[src/rtl/sparse_pair_mem.sv]
// sparse_pair_mem: two-channel (index, value) pair store with append-only writes.
// A read-out either dumps both channels side by side or intersects their
// ascending index lists with a two-pointer merge, streaming each result
// through a valid/ready output port.
module sparse_pair_mem #(
   parameter int DW = 8,
   parameter int IW = 8,
   parameter int AW = 4
) (
   input  logic          clk,
   input  logic          reset,
   input  logic          wr_en1,
   input  logic [IW-1:0] i1,
   input  logic [DW-1:0] din1,
   input  logic          wr_en2,
   input  logic [IW-1:0] i2,
   input  logic [DW-1:0] din2,
   input  logic          clr,
   input  logic          start,
   input  logic          mode,
   input  logic          out_ready,
   output logic          out_valid,
   output logic [IW-1:0] r1,
   output logic [DW-1:0] out1,
   output logic [IW-1:0] r2,
   output logic [DW-1:0] out2,
   output logic [AW:0]   len1,
   output logic [AW:0]   len2,
   output logic          full1,
   output logic          full2,
   output logic          busy,
   output logic          done,
   output logic [AW:0]   match_cnt
);

   localparam int DEPTH = 2 ** AW;
   localparam int PW    = AW + 1;
   localparam int EW    = IW + DW;

   typedef enum logic [1:0] {
      IDLE,
      RUN,
      EMIT,
      DONE
   } state_t;

   state_t state_q, state_d;

   logic [EW-1:0] mem1 [DEPTH];
   logic [EW-1:0] mem2 [DEPTH];

   logic          mode_q, mode_d;
   logic [PW-1:0] len1_q, len1_d;
   logic [PW-1:0] len2_q, len2_d;
   logic [PW-1:0] p1_q, p1_d;
   logic [PW-1:0] p2_q, p2_d;
   logic [PW-1:0] match_cnt_q, match_cnt_d;
   logic [IW-1:0] r1_q, r1_d;
   logic [DW-1:0] out1_q, out1_d;
   logic [IW-1:0] r2_q, r2_d;
   logic [DW-1:0] out2_q, out2_d;
   logic          out_valid_q, out_valid_d;
   logic          busy_q, busy_d;
   logic          done_q, done_d;

   logic          full1_c, full2_c;
   logic          wr1_accept, wr2_accept;
   logic [PW-1:0] max_len;
   logic [PW-1:0] rd2_ptr;
   logic [EW-1:0] rd1_entry, rd2_entry;
   logic [IW-1:0] idx1, idx2;
   logic [DW-1:0] val1, val2;
   logic          run_end, run_emit;

   assign full1_c = (len1_q == PW'(DEPTH));
   assign full2_c = (len2_q == PW'(DEPTH));

   // clr takes priority over an append, and appends are only taken while idle
   assign wr1_accept = (state_q == IDLE) && wr_en1 && !full1_c && !clr;
   assign wr2_accept = (state_q == IDLE) && wr_en2 && !full2_c && !clr;

   // Dump mode walks both channels with the single pointer p1
   assign rd2_ptr   = mode_q ? p2_q : p1_q;
   assign rd1_entry = mem1[p1_q[AW-1:0]];
   assign rd2_entry = mem2[rd2_ptr[AW-1:0]];
   assign idx1      = rd1_entry[EW-1:DW];
   assign val1      = rd1_entry[DW-1:0];
   assign idx2      = rd2_entry[EW-1:DW];
   assign val2      = rd2_entry[DW-1:0];
   assign max_len   = (len1_q > len2_q) ? len1_q : len2_q;

   assign run_end  = mode_q ? ((p1_q >= len1_q) || (p2_q >= len2_q))
                            : (p1_q >= max_len);
   assign run_emit = mode_q ? (idx1 == idx2) : 1'b1;

   // Pair storage: appends land at the current fill count, never cleared
   always_ff @(posedge clk) begin
      if (wr1_accept) begin
         mem1[len1_q[AW-1:0]] <= {i1, din1};
      end
      if (wr2_accept) begin
         mem2[len2_q[AW-1:0]] <= {i2, din2};
      end
   end

   // State and datapath registers with synchronous reset
   always_ff @(posedge clk) begin
      if (reset) begin
         state_q     <= IDLE;
         mode_q      <= 1'b0;
         len1_q      <= '0;
         len2_q      <= '0;
         p1_q        <= '0;
         p2_q        <= '0;
         match_cnt_q <= '0;
         r1_q        <= '0;
         out1_q      <= '0;
         r2_q        <= '0;
         out2_q      <= '0;
         out_valid_q <= 1'b0;
         busy_q      <= 1'b0;
         done_q      <= 1'b0;
      end else begin
         state_q     <= state_d;
         mode_q      <= mode_d;
         len1_q      <= len1_d;
         len2_q      <= len2_d;
         p1_q        <= p1_d;
         p2_q        <= p2_d;
         match_cnt_q <= match_cnt_d;
         r1_q        <= r1_d;
         out1_q      <= out1_d;
         r2_q        <= r2_d;
         out2_q      <= out2_d;
         out_valid_q <= out_valid_d;
         busy_q      <= busy_d;
         done_q      <= done_d;
      end
   end

   // Next-state selection for the read-out sequencer
   always_comb begin
      state_d = state_q;
      case (state_q)
         IDLE: if (start) state_d = RUN;
         RUN: begin
            if (run_end) begin
               state_d = DONE;
            end else if (run_emit) begin
               state_d = EMIT;
            end
         end
         EMIT: if (out_ready) state_d = RUN;
         DONE: state_d = IDLE;
         default: state_d = IDLE;
      endcase
   end

   // Per-state updates of fill counts, pointers, output pair and status flags
   always_comb begin
      mode_d      = mode_q;
      len1_d      = len1_q;
      len2_d      = len2_q;
      p1_d        = p1_q;
      p2_d        = p2_q;
      match_cnt_d = match_cnt_q;
      r1_d        = r1_q;
      out1_d      = out1_q;
      r2_d        = r2_q;
      out2_d      = out2_q;
      out_valid_d = out_valid_q;
      busy_d      = busy_q;
      done_d      = 1'b0;
      case (state_q)
         IDLE: begin
            if (clr) begin
               len1_d = '0;
               len2_d = '0;
            end else begin
               if (wr1_accept) len1_d = len1_q + PW'(1);
               if (wr2_accept) len2_d = len2_q + PW'(1);
            end
            if (start) begin
               mode_d      = mode;
               p1_d        = '0;
               p2_d        = '0;
               match_cnt_d = '0;
               busy_d      = 1'b1;
            end
         end
         RUN: begin
            if (run_end) begin
               done_d = 1'b1;
            end else if (!mode_q) begin
               r1_d        = (p1_q < len1_q) ? idx1 : '0;
               out1_d      = (p1_q < len1_q) ? val1 : '0;
               r2_d        = (p1_q < len2_q) ? idx2 : '0;
               out2_d      = (p1_q < len2_q) ? val2 : '0;
               p1_d        = p1_q + PW'(1);
               match_cnt_d = match_cnt_q + PW'(1);
               out_valid_d = 1'b1;
            end else if (idx1 == idx2) begin
               r1_d        = idx1;
               out1_d      = val1;
               r2_d        = idx2;
               out2_d      = val2;
               p1_d        = p1_q + PW'(1);
               p2_d        = p2_q + PW'(1);
               match_cnt_d = match_cnt_q + PW'(1);
               out_valid_d = 1'b1;
            end else if (idx1 < idx2) begin
               p1_d = p1_q + PW'(1);
            end else begin
               p2_d = p2_q + PW'(1);
            end
         end
         EMIT: begin
            if (out_ready) out_valid_d = 1'b0;
         end
         DONE: begin
            busy_d = 1'b0;
         end
         default: begin
            busy_d = 1'b0;
         end
      endcase
   end

   assign out_valid = out_valid_q;
   assign r1        = r1_q;
   assign out1      = out1_q;
   assign r2        = r2_q;
   assign out2      = out2_q;
   assign len1      = len1_q;
   assign len2      = len2_q;
   assign full1     = full1_c;
   assign full2     = full2_c;
   assign busy      = busy_q;
   assign done      = done_q;
   assign match_cnt = match_cnt_q;

endmodule

[config.mk]
export PLATFORM = sky130hd
export DESIGN_NAME = sparse_pair_mem
export DESIGN_NICKNAME = d
export VERILOG_FILES = /design/src/rtl/sparse_pair_mem.sv
export SDC_FILE = /design/constraint.sdc
export NUM_CORES = 1
export LEC_CHECK = 0
export ABC_AREA = 1
export CORE_ASPECT_RATIO = 2
export CORE_UTILIZATION = 31
export CTS_BUF_LIST = sky130_fd_sc_hd__clkbuf_8
export DETAILED_ROUTE_END_ITERATION = 16
export SYNTH_ARGS = -nofsm -noshare
export SYNTH_HDL_FRONTEND = slang
export SYNTH_SLANG_ARGS = --single-unit
[constraint.sdc]
create_clock -name clk -period 3 [get_ports clk]
set_clock_uncertainty 0.15 [all_clocks]
set_input_delay 0.3 -clock clk [delete_from_list [all_inputs] [get_ports clk]]
set_output_delay 0.3 -clock clk [all_outputs]
set_load 0.05 [all_outputs]
Word level (Yosys, flattened, before mapping)
Memory sizes are Yosys's and may differ from the RTL's. A register that Yosys moved wholly into a read port is not among the register bits.
Index checks and enable logic that the tools add are counted.
{"block": "classes", "mux": 54, "n_bitwise": 2, "addsub": 5, "magnitude_cmp": 7, "eq_ne": 15, "n_reduce_logical": 27}
{"cell": "8-bit two-way mux", "count": 12}
{"cell": "5-bit two-way mux", "count": 17}
{"cell": "5-bit case mux with 2 select lines", "count": 3}
{"cell": "5-bit by 1-bit adder with 5-bit output (second input constant)", "count": 5}
{"cell": "5-bit >= comparator", "count": 3}
{"cell": "1-bit two-way mux", "count": 12}
{"cell": "4-bit two-way mux", "count": 3}
{"cell": "4-bit AND reduction", "count": 3}
{"cell": "5-bit equality test (second input constant)", "count": 2}
{"cell": "5-bit less-than comparator", "count": 2}
{"cell": "2-bit nonzero test", "count": 5}
{"cell": "3-bit inequality test (second input constant)", "count": 3}
{"cell": "8-bit equality test", "count": 1}
{"cell": "8-bit less-than comparator", "count": 1}
{"cell": "2-bit two-way mux", "count": 4}
{"cell": "2-bit inequality test (second input constant)", "count": 4}
{"cell": "2-bit case mux with 4 select lines", "count": 1}
{"cell": "2-bit AND reduction", "count": 4}
{"cell": "1-bit logical AND", "count": 6}
{"cell": "3-bit AND reduction", "count": 2}
{"cell": "5-bit greater-than comparator", "count": 1}
{"cell": "5-bit AND reduction", "count": 1}
{"cell": "2-bit equality test (second input constant)", "count": 2}
{"cell": "4-bit inequality test (second input constant)", "count": 1}
{"cell": "other kinds (8)", "count": 12}
{"block": "totals", "output_inout_bits": 52, "inputBits": 40, "mem_count": 2, "ramBits": 512, "register_bits": 63}
{"memory": "mem1", "depth": 16, "width": 16, "read_ports": 1, "rd_clocked_by_memory_dff": 1, "write_ports": 1, "line": "49", "source": "logic [EW-1:0] mem1 [DEPTH];"}
{"memory": "mem2", "depth": 16, "width": 16, "read_ports": 1, "rd_clocked_by_memory_dff": 0, "write_ports": 1, "line": "50", "source": "logic [EW-1:0] mem2 [DEPTH];"}

Depth between registers and ports, before layout
Gate-level depths: netlist (run 1).
An unclocked memory read counts as a cell.
{"block": "logic_depth", "depth_word": 10, "ltp_mapped": 24}

Worst setup path before layout (run 1)
No wires, ideal clock.
{"block": "synth_timing", "kind": "register to register", "startpoint": "register len2_q[3], in the netlist len2[3]", "endpoint": "register with a tool-made name", "t_arrival_ns": 3.411, "synth_period_minus_slack_ns": 3.673, "n_path_buf": 1, "path_slack_ns": -0.673, "path_stages_with_launch": 18, "cell_sequence": "dfxtp_1 > inv_1 > ha_1 > nand2_1 > o311ai_0 > nand2_1 > nand2_1 > o21ai_0 > ha_1 > nand2_1 > inv_1 > o21ai_0 > nand3b_1 > nand3_2 > buf_2 > nand4_1 > nand2_1 > nor2_1"}
{"item": "start, declared", "line": "54", "source": "logic [PW-1:0] len2_q, len2_d;"}
{"item": "start signal, assigned", "line": "127", "source": "len2_q <= len2_d;"}

Worst setup path after layout (run 1)
{"block": "layout_timing", "startpoint": "register mode_q", "endpoint": "register match_cnt_q[3], in the netlist match_cnt[3]"}
{"block": "layout_via", "elab_chain_cells": 5}
{"item": "start, declared", "line": "52", "source": "logic mode_q, mode_d;"}
{"item": "start signal, assigned", "line": "125", "source": "mode_q <= mode_d;"}
{"item": "4-bit two-way mux", "line": "83", "source": "assign rd2_ptr = mode_q ? p2_q : p1_q;"}
{"item": "memory 16 x 16 bit"}
{"item": "8-bit equality test", "line": "202", "source": "end else if (idx1 == idx2) begin"}
{"item": "3-bit inequality test (no source line)"}
{"item": "4-bit AND reduction (no source line)"}
{"item": "end signal, assigned", "line": "130", "source": "match_cnt_q <= match_cnt_d;"}
{"item": "end, declared", "line": "57", "source": "logic [PW-1:0] match_cnt_q, match_cnt_d;"}
Several ways; a longest one is shown, not always the timed one. The select of a mux whose other input is x is not followed.
A chain may end at the register's enable or synchronous reset.

==> out/metrics.csv, run 1 <==
metric;value;unit
CP endpoint kind;flop;
Max clock buf depth;3;
DP HPWL;51500;um
htree depth;3;
WL met3;4460;um
Peak Freq;319;MHz
Pwr Density;827;nW/um2
Static Leakage;12.5;nW
Synth area leader;edfxtp_1;
max_cap viols;0;
reg2reg start;mode_q$_SDFFE_PP0P_;
R2R Path End;match_cnt[3]$_SDFFE_PP0P_;
post-synthesis cell area;25000;um2
WHS;0.102;ns
ratio of final minimum period to clock period;1.04;
Worst Path Required;3.47;ns
Worst EP arrival;3.60;ns
GRT Util Overall;0.193;
Critical Path Sink;match_cnt[3]$_SDFFE_PP0P_;
DRT Pass-1 Iters;5;
CP Cell Sequence;buf_6 > o21ai_4 > buf_12 > buf_12 > buf_8 > nand3_2 > nand3_2 > nand3_2 > nand2_4 > inv_2 > ha_4 > nand2_2 > nor2_2 > nand2_2 > nand2_4 > nand2_4 > a21oi_4 > buf_12 > buf_12 > buf_12 > nand3_2 > a21oi_1;
count of buffers inserted at the top-level ports;91;
synthesis-to-layout area growth;29.8;%
sequential share of power;0.345;
Yosys top cell area share;0.616;
die height;403;um
Synth Instances;2401;
Final Hold Vio Count;0;
FF-to-FF setup slack;-0.13;ns
ranking of synthesized cells by area;edfxtp_1 62%, nand2_1 8.9%, nand3_1 8.2%, dfxtp_1 5.4%, inv_1 3.9%;
CTS tree;yes;
syn_area_per_cell;10.4;um2
fill count;7530;
Vias;18800;
Top Metal Used;met5;
post-route cell area;32400;um2
worst-margin pin slew;0.790;ns
outcome;finished with violations;
internal power;16.8;mW
DIE WIDTH;203;um
CP startpoint;mode_q$_SDFFE_PP0P_;
min-delay worst type;in -> reg;
# DRC;0;
CTS clk-pin slew, worst paths;0.08;ns
reg2reg path depth;22;
largest net degree at the start of global routing;43;
Psw;10.0;mW
Initial Util;0.314;
fin worst setup slack;-0.132;ns
post-synthesis sequential area ratio;0.669;
vias in the first global route;18600;
initial DRC count;1191;
GPL Wtd Cong;0.866;
Synth Register Bits;579;
Max stage delay on crit path;0.39;ns
CP Max Fanout;7;
switch share;0.374;
M1 WL;27000;um
global-route wire length before repair;116000;um
Logic pwr share;0.420;
Crit-path slowest cell;dfxtp_4;
clock latency on the worst-skew pair;0.73;ns
cell mode on critical path;buf_12;
final slew viol count;0;
VDD IR max;0.000515;V
kind of critical path;reg -> reg;
failing checks;negative setup slack;
antenna violations before repair;3;
crit start category;flop;
clock network fraction of total power;0.235;
min Tclk post-route;3.13;ns
grt total ovfl;0;
YS warnings;0;
Rel. slew slack;0.473;
drt wl/cell;20.8;um
Sinks on Clock Net;579;
Nets;2811;
row count;146;
vias per inst;4.90;
Final ANT Viol Nets;0;
DR WL met2;43700;um
RSZ-0062 raised after global routing;yes;
synthesized net count;2484;
Placement Cell Area;29100;um2
clk root buf;clkbuf_8;
die area;81800;um2
final number of setup-violating endpoints;41;
final WL;79600;um
Placeable Area;79500;um2
Num CTS Buffers;79;
share of cells above drive strength 1;0.216;
Top-Level Pins;92;
post-synthesis cell type count;35;
-- power by group through the flow --
stage               logic (mW)  clock network [mW]  registers, mW
finish                    11.3                6.30           9.24
detailed placement        8.74                   0           9.39
CTS                       10.3                6.41           9.23
global route              12.1                6.71           9.26
global placement          8.72                   0           9.39
floorplan                 4.51                   0           9.65
-- placed cells by master (no fill, tap or decap), drive strengths merged, types with 2 or more instances in the layout --
master and instances:
nand2 597, edfxtp 512, nand3 412, inv 289, buf 267, nor2 194, clkdlybuf4s50 88, clkbuf 88
o21ai 77, dfxtp 67, a21oi 52, ha 43, clkinv 28, nand4 20, nand3b 14, o211ai 14
nor3 7, bufinv 6, diode 3, xor2 3, a21o 2, clkinvlp 2, o21bai 2
-- kinds of logic after synthesis --
kind of cell / Yosys count / share of synthesized area
AO/OA/AOI/OAI: 151 / 0.0336
buffers and inverters: 380 / 0.0610
adder cells (fa/ha/maj): 43 / 0.0215
XOR/XNOR: 4 / 0.00140
AND/OR/NAND/NOR: 1244 / 0.213
flip-flops: 579 / 0.669
-- metrics by stage --
step	cells	setup slack, ns	TNS [ns]	utilization	power (mW)
5_1_grt	3830	-0.252	-8.79	0.408	28.1
3_3_place_gp	3634	-0.435	-18.77	0.366	18.1
6_report	3831	-0.132	-2.72	0.408	26.8
4_1_cts	3818	-0.121	-2.09	0.400	25.9
3_5_place_dp	3634	-0.528	-23.43	0.366	18.1
2_1_floorplan	2401	-0.00426	-0.0851	-	14.2
-- area by class of cell --
class / count / area, um2 / share of cell area
diodes: 3 / 7.51 / 0.000232
clock buffers: 84 / 1160 / 0.0357
clock inverters: 61 / 473 / 0.0146
inverters: 264 / 1010 / 0.0312
multi-input cells: 1442 / 7730 / 0.238
flip-flops and latches: 579 / 16800 / 0.517
well taps: 1036 / 1300 / 0.0400
repair buffers: 362 / 3990 / 0.123
-- repair_timing --
item                                    CTS  global route
endpoints found under the setup margin   56            55
hold buffers                              0             0
gates resized for setup                 144           125
gates cloned                              8             5
setup buffers                            31             8
pin swaps                                47            62
-- Yosys cell counts --
master / number
nand2_1: 594
edfxtp_1: 512
nand3_1: 409
inv_1: 261
nor2_1: 193
o21ai_0: 72
dfxtp_1: 67
clkbuf_1: 54
a21oi_1: 51
buf_2: 48
ha_1: 43
nand4_1: 20
nand3b_1: 14
o211ai_1: 14
nor3_1: 7
buf_1: 6
buf_4: 6
o21ai_2: 4
nand3_2: 3
xor2_1: 3
a21o_1: 2
buf_6: 2
inv_2: 2
nand2_2: 2
o21bai_1: 2
a21oi_4: 1
a31o_2: 1
a31oi_1: 1
clkinv_1: 1
nand2_4: 1
nor2_2: 1
o21ai_1: 1
o311ai_0: 1
o31ai_1: 1
xnor2_1: 1
-- worst min path at each step --
stage	start	end	slack [ns]	cells past startpoint
5_1_grt	reset	p2_q[4]$_SDFFE_PP0P_	0.09	5
4_1_cts	reset	p2_q[4]$_SDFFE_PP0P_	0.06	5
6_report	reset	len1[4]$_SDFFE_PP0P_	0.10	4
3_5_place_dp	r2[7]$_SDFFE_PP0P_	r2[7]$_SDFFE_PP0P_	0.31	2
2_1_floorplan	din1[0]	mem1[0][0]$_DFFE_PP_	0.25	0
3_3_place_gp	out2[4]$_SDFFE_PP0P_	out2[4]$_SDFFE_PP0P_	0.30	2
-- per-layer routing --
layer	vias to the layer above	global-route usage
li1	8780	-
met1	9117	0.194
met2	662	0.371
met3	214	0.0315
met4	2	0.107
met5	-	0
-- critical path: cells and delay by family, from the launching register on --
family,cells,cell delay (ns)
compound gates,3,0.51
simple gates,10,0.80
buf+inv,8,0.93
fa+ha+maj,1,0.26
flops,1,0.39
-- sequential cells by signal (all words and copies together) (netlist names), 8 cells and up, named ones only --
name  flops
out1      8
mem2    256
r2        8
mem1    256
r1        8
out2      8
Note: power is estimated with default switching activity, not from simulation.
==> run 2, diff against run 1 <==
--- a/config.mk
+++ b/config.mk
@@ -10,6 +10,7 @@
 export CORE_UTILIZATION = 31
 export CTS_BUF_LIST = sky130_fd_sc_hd__clkbuf_8
 export DETAILED_ROUTE_END_ITERATION = 16
+export HOLD_SLACK_MARGIN = 0.05
 export SYNTH_ARGS = -nofsm -noshare
 export SYNTH_HDL_FRONTEND = slang
 export SYNTH_SLANG_ARGS = --single-unit
==> results of run 2 <==
No change in the layout: final DEF, timing and power equal those of run 1.
